$ cat config.mk
export PLATFORM = sky130hd
export DESIGN_NAME = keypad_scanner
export DESIGN_NICKNAME = d
export VERILOG_FILES = /design/src/rtl/keypad_scanner_pkg.sv /design/src/rtl/keypad_scanner_input_sync.sv /design/src/rtl/keypad_scanner.sv
export SDC_FILE = /design/constraint.sdc
export NUM_CORES = 1
export LEC_CHECK = 0
export BUFFER_PORTS_ARGS = -buffer_cell sky130_fd_sc_hd__buf_2
export CAP_MARGIN = 0
export CELL_PAD_IN_SITES_DETAIL_PLACEMENT = 0
export CELL_PAD_IN_SITES_GLOBAL_PLACEMENT = 1
export CORE_ASPECT_RATIO = 1.2
export CORE_MARGIN = 2
export CORE_UTILIZATION = 51
export CTS_BUF_LIST = sky130_fd_sc_hd__clkbuf_8 sky130_fd_sc_hd__clkbuf_16
export DETAILED_ROUTE_END_ITERATION = 7
export PLACE_DENSITY = 0.85
export SLEW_MARGIN = 30
export SYNTH_ARGS = -nofsm -noshare
export SYNTH_HDL_FRONTEND = slang
export SYNTH_SLANG_ARGS = --single-unit
$ cat constraint.sdc
create_clock -name clock -period 3.6 [get_ports clock]
set_input_delay 0.36 -clock clock [delete_from_list [all_inputs] [get_ports clock]]
set_output_delay 0.36 -clock clock [all_outputs]
set_load 0.02 [all_outputs]
$ cat src/rtl/keypad_scanner_pkg.sv
// keypad_scanner_pkg: key codes, key types and scanner state encodings shared with the calculator FSM
package keypad_scanner_pkg;
   localparam logic [3:0] A_BUT       = 4'hA;
   localparam logic [3:0] B_BUT       = 4'hB;
   localparam logic [3:0] C_BUT       = 4'hC;
   localparam logic [3:0] D_BUT       = 4'hD;
   localparam logic [3:0] NUMERAL_BUT = 4'hE;
   localparam logic [3:0] FN_BUT      = 4'hF;
   localparam logic       NUMBER      = 1'b1;
   localparam logic       SYMBOL      = 1'b0;
   localparam logic [1:0] SCAN        = 2'd0;
   localparam logic [1:0] PRESS_DB    = 2'd1;
   localparam logic [1:0] HELD        = 2'd2;
   localparam logic [1:0] RELEASE_DB  = 2'd3;
endpackage

$ cat src/rtl/keypad_scanner_input_sync.sv
// input_sync: 2-flop synchronizer of parameterized width
module input_sync #(
   parameter int WIDTH = 1
) (
   input  logic             clock,
   input  logic             reset,
   input  logic [WIDTH-1:0] d,
   output logic [WIDTH-1:0] q
);
   logic [WIDTH-1:0] meta;
   always_ff @(posedge clock or negedge reset)
      if (!reset) begin
         meta <= '0;
         q    <= '0;
      end else begin
         meta <= d;
         q    <= meta;
      end
endmodule

$ cat src/rtl/keypad_scanner.sv
// keypad_scanner: 4x4 keypad column scanner with press/release debounce and key decode
module keypad_scanner
   import keypad_scanner_pkg::*;
#(
   parameter int SCAN_DIV = 1000,
   parameter int DEBOUNCE = 20000
) (
   input  logic       clock,
   input  logic       reset,
   input  logic [1:0] row_result,
   input  logic       valid_out,
   output logic [1:0] col_selector,
   output logic [3:0] key,
   output logic       keytype,
   output logic       key_valid,
   output logic       number_signal,
   output logic       symbol_signal
);
   localparam logic [15:0] DIV_LAST = 16'(SCAN_DIV - 1);
   localparam logic [19:0] DB_LAST  = 20'(DEBOUNCE - 1);
   // nibble index = {row, col}
   localparam logic [63:0] KEY_MAP = {D_BUT, NUMERAL_BUT, 4'h0, FN_BUT,
                                      C_BUT, 4'h9, 4'h8, 4'h7,
                                      B_BUT, 4'h6, 4'h5, 4'h4,
                                      A_BUT, 4'h3, 4'h2, 4'h1};
   logic [1:0]  rst_sh;
   logic        rst_n;
   logic [1:0]  row_s, row_l, state;
   logic        vld_s;
   logic [15:0] div_cnt;
   logic [19:0] cnt;
   logic [3:0]  key_code;
   always_ff @(posedge clock or negedge reset)
      if (!reset) rst_sh <= '0;
      else        rst_sh <= {rst_sh[0], 1'b1};
   assign rst_n = rst_sh[1];
   input_sync #(.WIDTH(3)) u_sync (
      .clock (clock),
      .reset (rst_n),
      .d     ({valid_out, row_result}),
      .q     ({vld_s, row_s})
   );
   assign key_code      = KEY_MAP[{row_l, col_selector, 2'b00} +: 4];
   assign number_signal = state[1] & keytype;
   assign symbol_signal = state[1] & ~keytype;
   always_ff @(posedge clock or negedge rst_n)
      if (!rst_n) begin
         state        <= SCAN;
         col_selector <= '0;
         div_cnt      <= '0;
         cnt          <= '0;
         row_l        <= '0;
         key          <= '0;
         keytype      <= SYMBOL;
         key_valid    <= 1'b0;
      end else begin
         key_valid <= 1'b0;
         case (state)
            SCAN:
               if (div_cnt != DIV_LAST) div_cnt <= div_cnt + 16'd1;
               else begin
                  div_cnt <= '0;
                  if (vld_s) begin
                     row_l <= row_s;
                     cnt   <= '0;
                     state <= PRESS_DB;
                  end else col_selector <= col_selector + 2'd1;
               end
            PRESS_DB:
               if (!vld_s) begin
                  state        <= SCAN;
                  col_selector <= col_selector + 2'd1;
               end else if (row_s != row_l) begin
                  row_l <= row_s;
                  cnt   <= '0;
               end else begin
                  cnt <= cnt + 20'd1;
                  if (cnt == DB_LAST) begin
                     key       <= key_code;
                     keytype   <= (key_code <= 4'd9) ? NUMBER : SYMBOL;
                     key_valid <= 1'b1;
                     state     <= HELD;
                  end
               end
            HELD:
               if (!vld_s) begin
                  cnt   <= '0;
                  state <= RELEASE_DB;
               end
            default:
               if (vld_s) begin
                  cnt   <= '0;
                  state <= HELD;
               end else begin
                  cnt <= cnt + 20'd1;
                  if (cnt == DB_LAST) begin
                     state        <= SCAN;
                     col_selector <= col_selector + 2'd1;
                  end
               end
         endcase
      end
endmodule

==> impl_metrics.tcl, run 1 <==
set metrics [dict create \
    p_per_area_nw_per_um2 383 \
    clk-insertion-delay-late_ns 0.31 \
    cts_tree "built" \
    place.port_buffers 14 \
    global_route.usage.met3 0.0326 \
    vias 2324 \
    worstSetupPathType "flip-flop to flip-flop" \
    synth_ff_type "dfrtp_1" \
    ios 15 \
    fp.dieW_um 72.6 \
    slew_violations 0 \
    finalNetCount 327 \
    cts.path.max_buffers 2 \
    tns_ns 0 \
    antenna_found_initial 0 \
    cap_viol_max_count 0 \
    power_leakage_nw 1.36 \
    clock.fmax_mhz 374 \
    yosysWarnings 0 \
    grt_busiest_layer "met2" \
    numCtsBuffers 5 \
    seq_area_frac_synth 0.487 \
    hold_class "input pin to flip-flop" \
    dp_hpwl_um 4030 \
    dr.pass1.iters 4 \
    total_power_mw 1.21 \
    async_flop_share 1.00 \
    final_util 0.569 \
    cp-start-kind "flip-flop" \
    final_common_cell "dfrtp_1" \
    clk_pin_slew_worst_paths_ns 0.10 \
    grt_util_met1 0.279 \
    hold_ws_ns 0.148 \
    critPathMaxFanout 15 \
    tightest_slew_ns 0.784 \
    die_height_um 86.3 \
    drt.antenna.violating_nets 0 \
    cts-root-buf "clkbuf_8" \
    critPathArrivalTime_ns 2.87 \
    grt_first_pass_wirelength_um 10800 \
    synth_seq_cells 56 \
    cts_resized 0 \
    cp-end-kind "flip-flop" \
    cts.sinks 56 \
    wirelength_um 5940 \
    wire_per_inst_um 15.6 \
    slew_headroom 0.476 \
    initial_core_util 0.518 \
    synth-edff-count 0 \
    drive_gt1_frac 0.129 \
    skew_ns 0.00909 \
    hold_violations 0 \
    syn-num-nets 320 \
    grt_pass1_vias 2315 \
    final_cell_mix "dfrtp_1 (55), o21ai_0 (50), nand2_1 (29)" \
    fin_crit_ns 2.67 \
    yosysUniqueCellTypes 46 \
    die_area_um2 6270 \
    coreArea_um2 5560 \
    status "finished clean" \
    grt_start_max_net_pins 30 \
    place_ws_ns 0.960 \
    final.period_utilization 0.742 \
    rsz0062_at_grt "false" \
    antenna_cells 0 \
    htree_levels 2 \
    drt_iter0_drc 119 \
    viasPerCell 6.10 \
    grt_remaining_overflow 0 \
    finalSetupViolCount 0 \
    gp_congestion 0.795 \
    drc 0 \
    area_growth_pct 9.73 \
    ir_drop_mv 0.178 \
    num_rows 30 \
    fin_ws_ns 0.929 \
    track_usage 0.215 \
    required_ns 3.80 \
    groute.layer.met2.usage 0.366 \
    avgSynthCellArea_um2 9.32 \
    syn_inst 309 \
    syn_area_um2 2880 \
]
-- per-stage QoR --
step / std cells / cell area, µm²
final: 381 / 3160
after global routing: 381 / 3160
after CTS: 381 / 3150
after detailed placement: 372 / 2980
after global placement: 372 / 2980
after floorplan: 309 / 2880
-- cell families (layout without fill, tap and decap cells) --
family                     Yosys count  in the layout  share of synthesized area
DFF                                 56             56                      0.487
xor gates and xnor gates             6              6                     0.0182
and+or+nand+nor                    123            123                      0.231
other                                1              1                    0.00130
AOI/OAI and AO/OA                   85             85                      0.172
muxes                                8              8                     0.0321
buffers and inverters               24             32                     0.0326
adders and majority gates            6              6                     0.0261
-- registers in the layout (all words and copies together), names as in the netlist, named ones only --
signal,cells
u_sync.q,3
u_sync.meta,3
rst_sh,2
div_cnt,16
cnt,20
key,4
key_valid,1
state,1
keytype,1
row_l,2
col_selector,2
-- metal layers --
metal / vias up / part of all wire / routed length (µm)
li1: 1147 / - / -
met1: 1135 / 0.46 / 2730
met2: 35 / 0.50 / 2990
met3: 7 / 0.024 / 141
met4: 0 / 0.013 / 78
met5: - / 0 / 0
-- layout make-up --
type | count | area [µm²]
clock buffers | 5 | 68.8
flip-flops and latches | 56 | 1400
well taps | 64 | 80.1
multi-input cells | 229 | 1390
inverters | 6 | 22.5
clock inverters | 3 | 90.1
repair buffers | 18 | 103
fillers | 506 | 2390
-- synthesized netlist by cell type, types with 2 or more instances --
cell type,instances,area share
dfrtp_1,56,0.49
o21ai_0,50,0.087
nand2_1,29,0.038
nand3_1,20,0.035
nor2_1,19,0.025
clkbuf_1,15,0.020
nand4_1,15,0.033
a21oi_1,7,0.012
a31oi_1,7,0.015
nor3_1,7,0.012
o31ai_1,7,0.018
ha_1,6,0.026
inv_1,6,0.0078
mux2_2,6,0.023
xnor2_1,6,0.018
nand2b_1,5,0.011
nor4_1,4,0.0087
o41ai_1,4,0.012
and3_1,3,0.0065
buf_2,3,0.0052
nor2b_1,3,0.0065
nor4b_1,3,0.0091
a21o_1,2,0.0052
a41oi_1,2,0.0061
and4_1,2,0.0061
or2_2,2,0.0043
-- final timing paths --
kind                             endpoint  slack, ns          start  cells past startpoint
max                              row_l[0]       0.93    div_cnt[10]                      5
min                        u_sync.meta[0]       0.15  row_result[0]                      1
max reg2reg                      row_l[0]       0.93    div_cnt[10]                      5
min reg2reg                      state[0]       0.26      rst_sh[1]                      0
max in group asynchronous          cnt[0]       2.55      rst_sh[1]                      1
min in group asynchronous        state[0]       0.26      rst_sh[1]                      0
-- power breakdown --
group	total [mW]	switching [mW]	internal, mW
Combinational	0.0135	0.00910	0.00442
Clock	0.555	0.207	0.348
Sequential	0.641	0.00808	0.633
Total	1.21	0.224	0.985
-- worst max-delay path: stages, from the launching register on --
cell,delay [ns]
dfrtp_1,0.46
or4_4,0.58
nor4_4,0.67
nand2b_1,0.30
and3_1,0.22
mux2_2,0.33
-- what timing repair did --
item	CTS	global route
buffers inserted	0	0
hold buffers	1	0
hold endpoints to repair	2	0
(Power assumes the default switching activity.)
==> inputs of run 2 (changes only) <==
--- a/config.mk
+++ b/config.mk
@@ -11,10 +11,10 @@
 export CELL_PAD_IN_SITES_GLOBAL_PLACEMENT = 1
 export CORE_ASPECT_RATIO = 1.2
 export CORE_MARGIN = 2
-export CORE_UTILIZATION = 51
+export CORE_UTILIZATION = 43
 export CTS_BUF_LIST = sky130_fd_sc_hd__clkbuf_8 sky130_fd_sc_hd__clkbuf_16
 export DETAILED_ROUTE_END_ITERATION = 7
-export PLACE_DENSITY = 0.85
+export PLACE_DENSITY = 0.77
 export SLEW_MARGIN = 30
 export SYNTH_ARGS = -nofsm -noshare
 export SYNTH_HDL_FRONTEND = slang
==> constraint.sdc (replaced) <==
create_clock -name clock -period 2.2 [get_ports clock]
set_input_delay 0.22 -clock clock [delete_from_list [all_inputs] [get_ports clock]]
set_output_delay 0.22 -clock clock [all_outputs]
set_load 0.02 [all_outputs]
==> run 2 against run 1 <==
- register-to-register slack worse by 0.88 ns
- global-route usage is 3.6 points lower
- via count is 3.3% higher
- clock power is 32% higher
- critical endpoint is now row_l[1]
==> impl_metrics.tcl, run 2 (same netlist as run 1, synthesis figures left out) <==
set metrics [dict create \
    status "finished clean" \
    fin_crit_ns 2.15 \
    cts.path.max_buffers 2 \
    power_leakage_nw 1.48 \
    ios 15 \
    htree_levels 2 \
    cts-root-buf "clkbuf_8" \
    num_rows 32 \
    internal-power_mw 1.45 \
    ir_drop_mv 0.303 \
    cap_viol_max_count 0 \
    comb_power_share 0.013 \
    slew_headroom 0.592 \
    initial_core_util 0.447 \
    grt_remaining_overflow 0 \
    die_area_um2 7370 \
    coreArea_um2 6450 \
    drt_iter0_drc 160 \
    min_from "row_result[1]" \
    top_register "cnt" \
    layout.cells.non_filler 425 \
    track_usage 0.178 \
    cp-start-kind "flip-flop" \
    clock.fmax_mhz 465 \
    dr.pass1.iters 5 \
    grt_first_pass_wirelength_um 10600 \
    clk_pin_slew_worst_paths_ns 0.10 \
    seq_power_share 0.581 \
    vias 2400 \
    multi_input_area_um2 1410 \
    antenna_cells 0 \
    cts.sinks 56 \
    tns_ns 0 \
    finalSetupViolCount 0 \
    slew_violations 0 \
    dp_hpwl_um 4210 \
    p_per_area_nw_per_um2 537 \
    hold_class "input pin to flip-flop" \
    grt_start_max_net_pins 30 \
    final.period_utilization 0.978 \
    rsz0062_at_grt "true" \
    wirelength_um 6140 \
    p_clk_frac 0.406 \
    grt_pass1_vias 2241 \
    fp.dieW_um 78.7 \
    wire_per_inst_um 14.4 \
    drive_gt1_frac 0.191 \
    hold_violations 0 \
    worstSetupPathType "flip-flop to flip-flop" \
    critPathArrivalTime_ns 2.35 \
    area_growth_pct 16.9 \
    top_regs "cnt (20), div_cnt (16), key (4)" \
    final_cell_mix "dfrtp_1 (55), o21ai_0 (39), nand2_1 (29)" \
    die_height_um 93.7 \
    clk-insertion-delay-late_ns 0.31 \
    cp-end-kind "flip-flop" \
    antenna_found_initial 0 \
    drt.antenna.violating_nets 0 \
    viasPerCell 5.65 \
    gp_congestion 0.841 \
    finalNetCount 350 \
    fillers 605 \
    switching_power_mw 0.361 \
    p_sw_frac 0.200 \
    place.port_buffers 14 \
    drc 0 \
    final-seq-area_um2 1400 \
    r2r-start "div_cnt[11]" \
    numCtsBuffers 5 \
    tightest_slew_ns 0.611 \
    place_inst 413 \
    cts_tree "built" \
    skew_ns 0.00859 \
    startpoint "div_cnt[11]" \
    critPathMaxFanout 7 \
    final_common_cell "dfrtp_1" \
    required_ns 2.39 \
    largest_reg_flops 20 \
]
==> run 2: cell types whose count changed in the layout (fill, tap and decap cells not counted), sizes merged <==
cell,change
clkbuf,+2
buf,+23
bufinv,-2
==> run 2: repair_timing <==
| item | in CTS | in global routing |
|---|---|---|
| setup buffers | 0 | 3 |
| hold endpoints to repair | 2 | 0 |
| hold buffers | 1 | 0 |
| setup endpoints to repair | 0 | 19 |
| gates resized for setup | 0 | 19 |
==> run 2: per-layer routing <==
layer	global-route usage	share of wire	vias up	routed length, µm
li1	-	-	1199	-
met1	0.242	0.49	1165	3020
met2	0.293	0.47	29	2870
met3	0.0269	0.026	7	159
met4	0.0556	0.014	0	85
met5	0	0	-	0
==> run 2: worst max-delay path, cell delays in order (launching register included) <==
cell      delay [ns]
dfrtp_1         0.40
or4_4           0.55
nor4_4          0.30
buf_6           0.17
nand2b_4        0.12
and3_4          0.20
mux2_4          0.30
==> run 2: path summary, 6_finish.rpt <==
| kind | cells past startpoint | slack (ns) | to |
|---|---|---|---|
| worst max-delay path | 6 | 0.05 | row_l[1] |
| worst min-delay path | 1 | 0.007 | u_sync.meta[1] |
| worst max register to register | 6 | 0.05 | row_l[1] |
| worst min register to register | 0 | 0.28 | div_cnt[7] |
| max in group asynchronous | 1 | 1.34 | key[0] |
| min in group asynchronous | 2 | 0.21 | rst_sh[1] |
==> run 2: layout make-up <==
type	instances	share of cell area
inverter	6	0.00669
timing repair buffer	41	0.0877
multi-input combinational	229	0.420
tap	85	0.0316
sequential	56	0.417
clock buffer	7	0.0286
clock inverter	1	0.00892
==> run 2: power groups by stage <==
stage               Combinational, mW  Clock (mW)  Sequential (mW)
finish                         0.0241       0.734             1.05
global route                   0.0284       0.795             1.05
CTS                            0.0253       0.754             1.05
detailed placement             0.0239           0             1.07
global placement               0.0238           0             1.07
floorplan                     0.00637           0             1.07
==> run 2: stage by stage <==
step	cell area, µm²	hold WS [ns]	power (mW)	worst slack (ns)	utilization
final	3370	0.00703	1.81	0.0490	0.522
after global routing	3370	0.00189	1.88	-0.0459	0.522
after CTS	3310	0.00209	1.83	0.0199	0.513
after detailed placement	3170	0.00745	1.09	0.0448	0.492
after global placement	3170	0.00544	1.09	0.0705	0.492
after floorplan	2880	-0.0756	1.08	0.00299	-
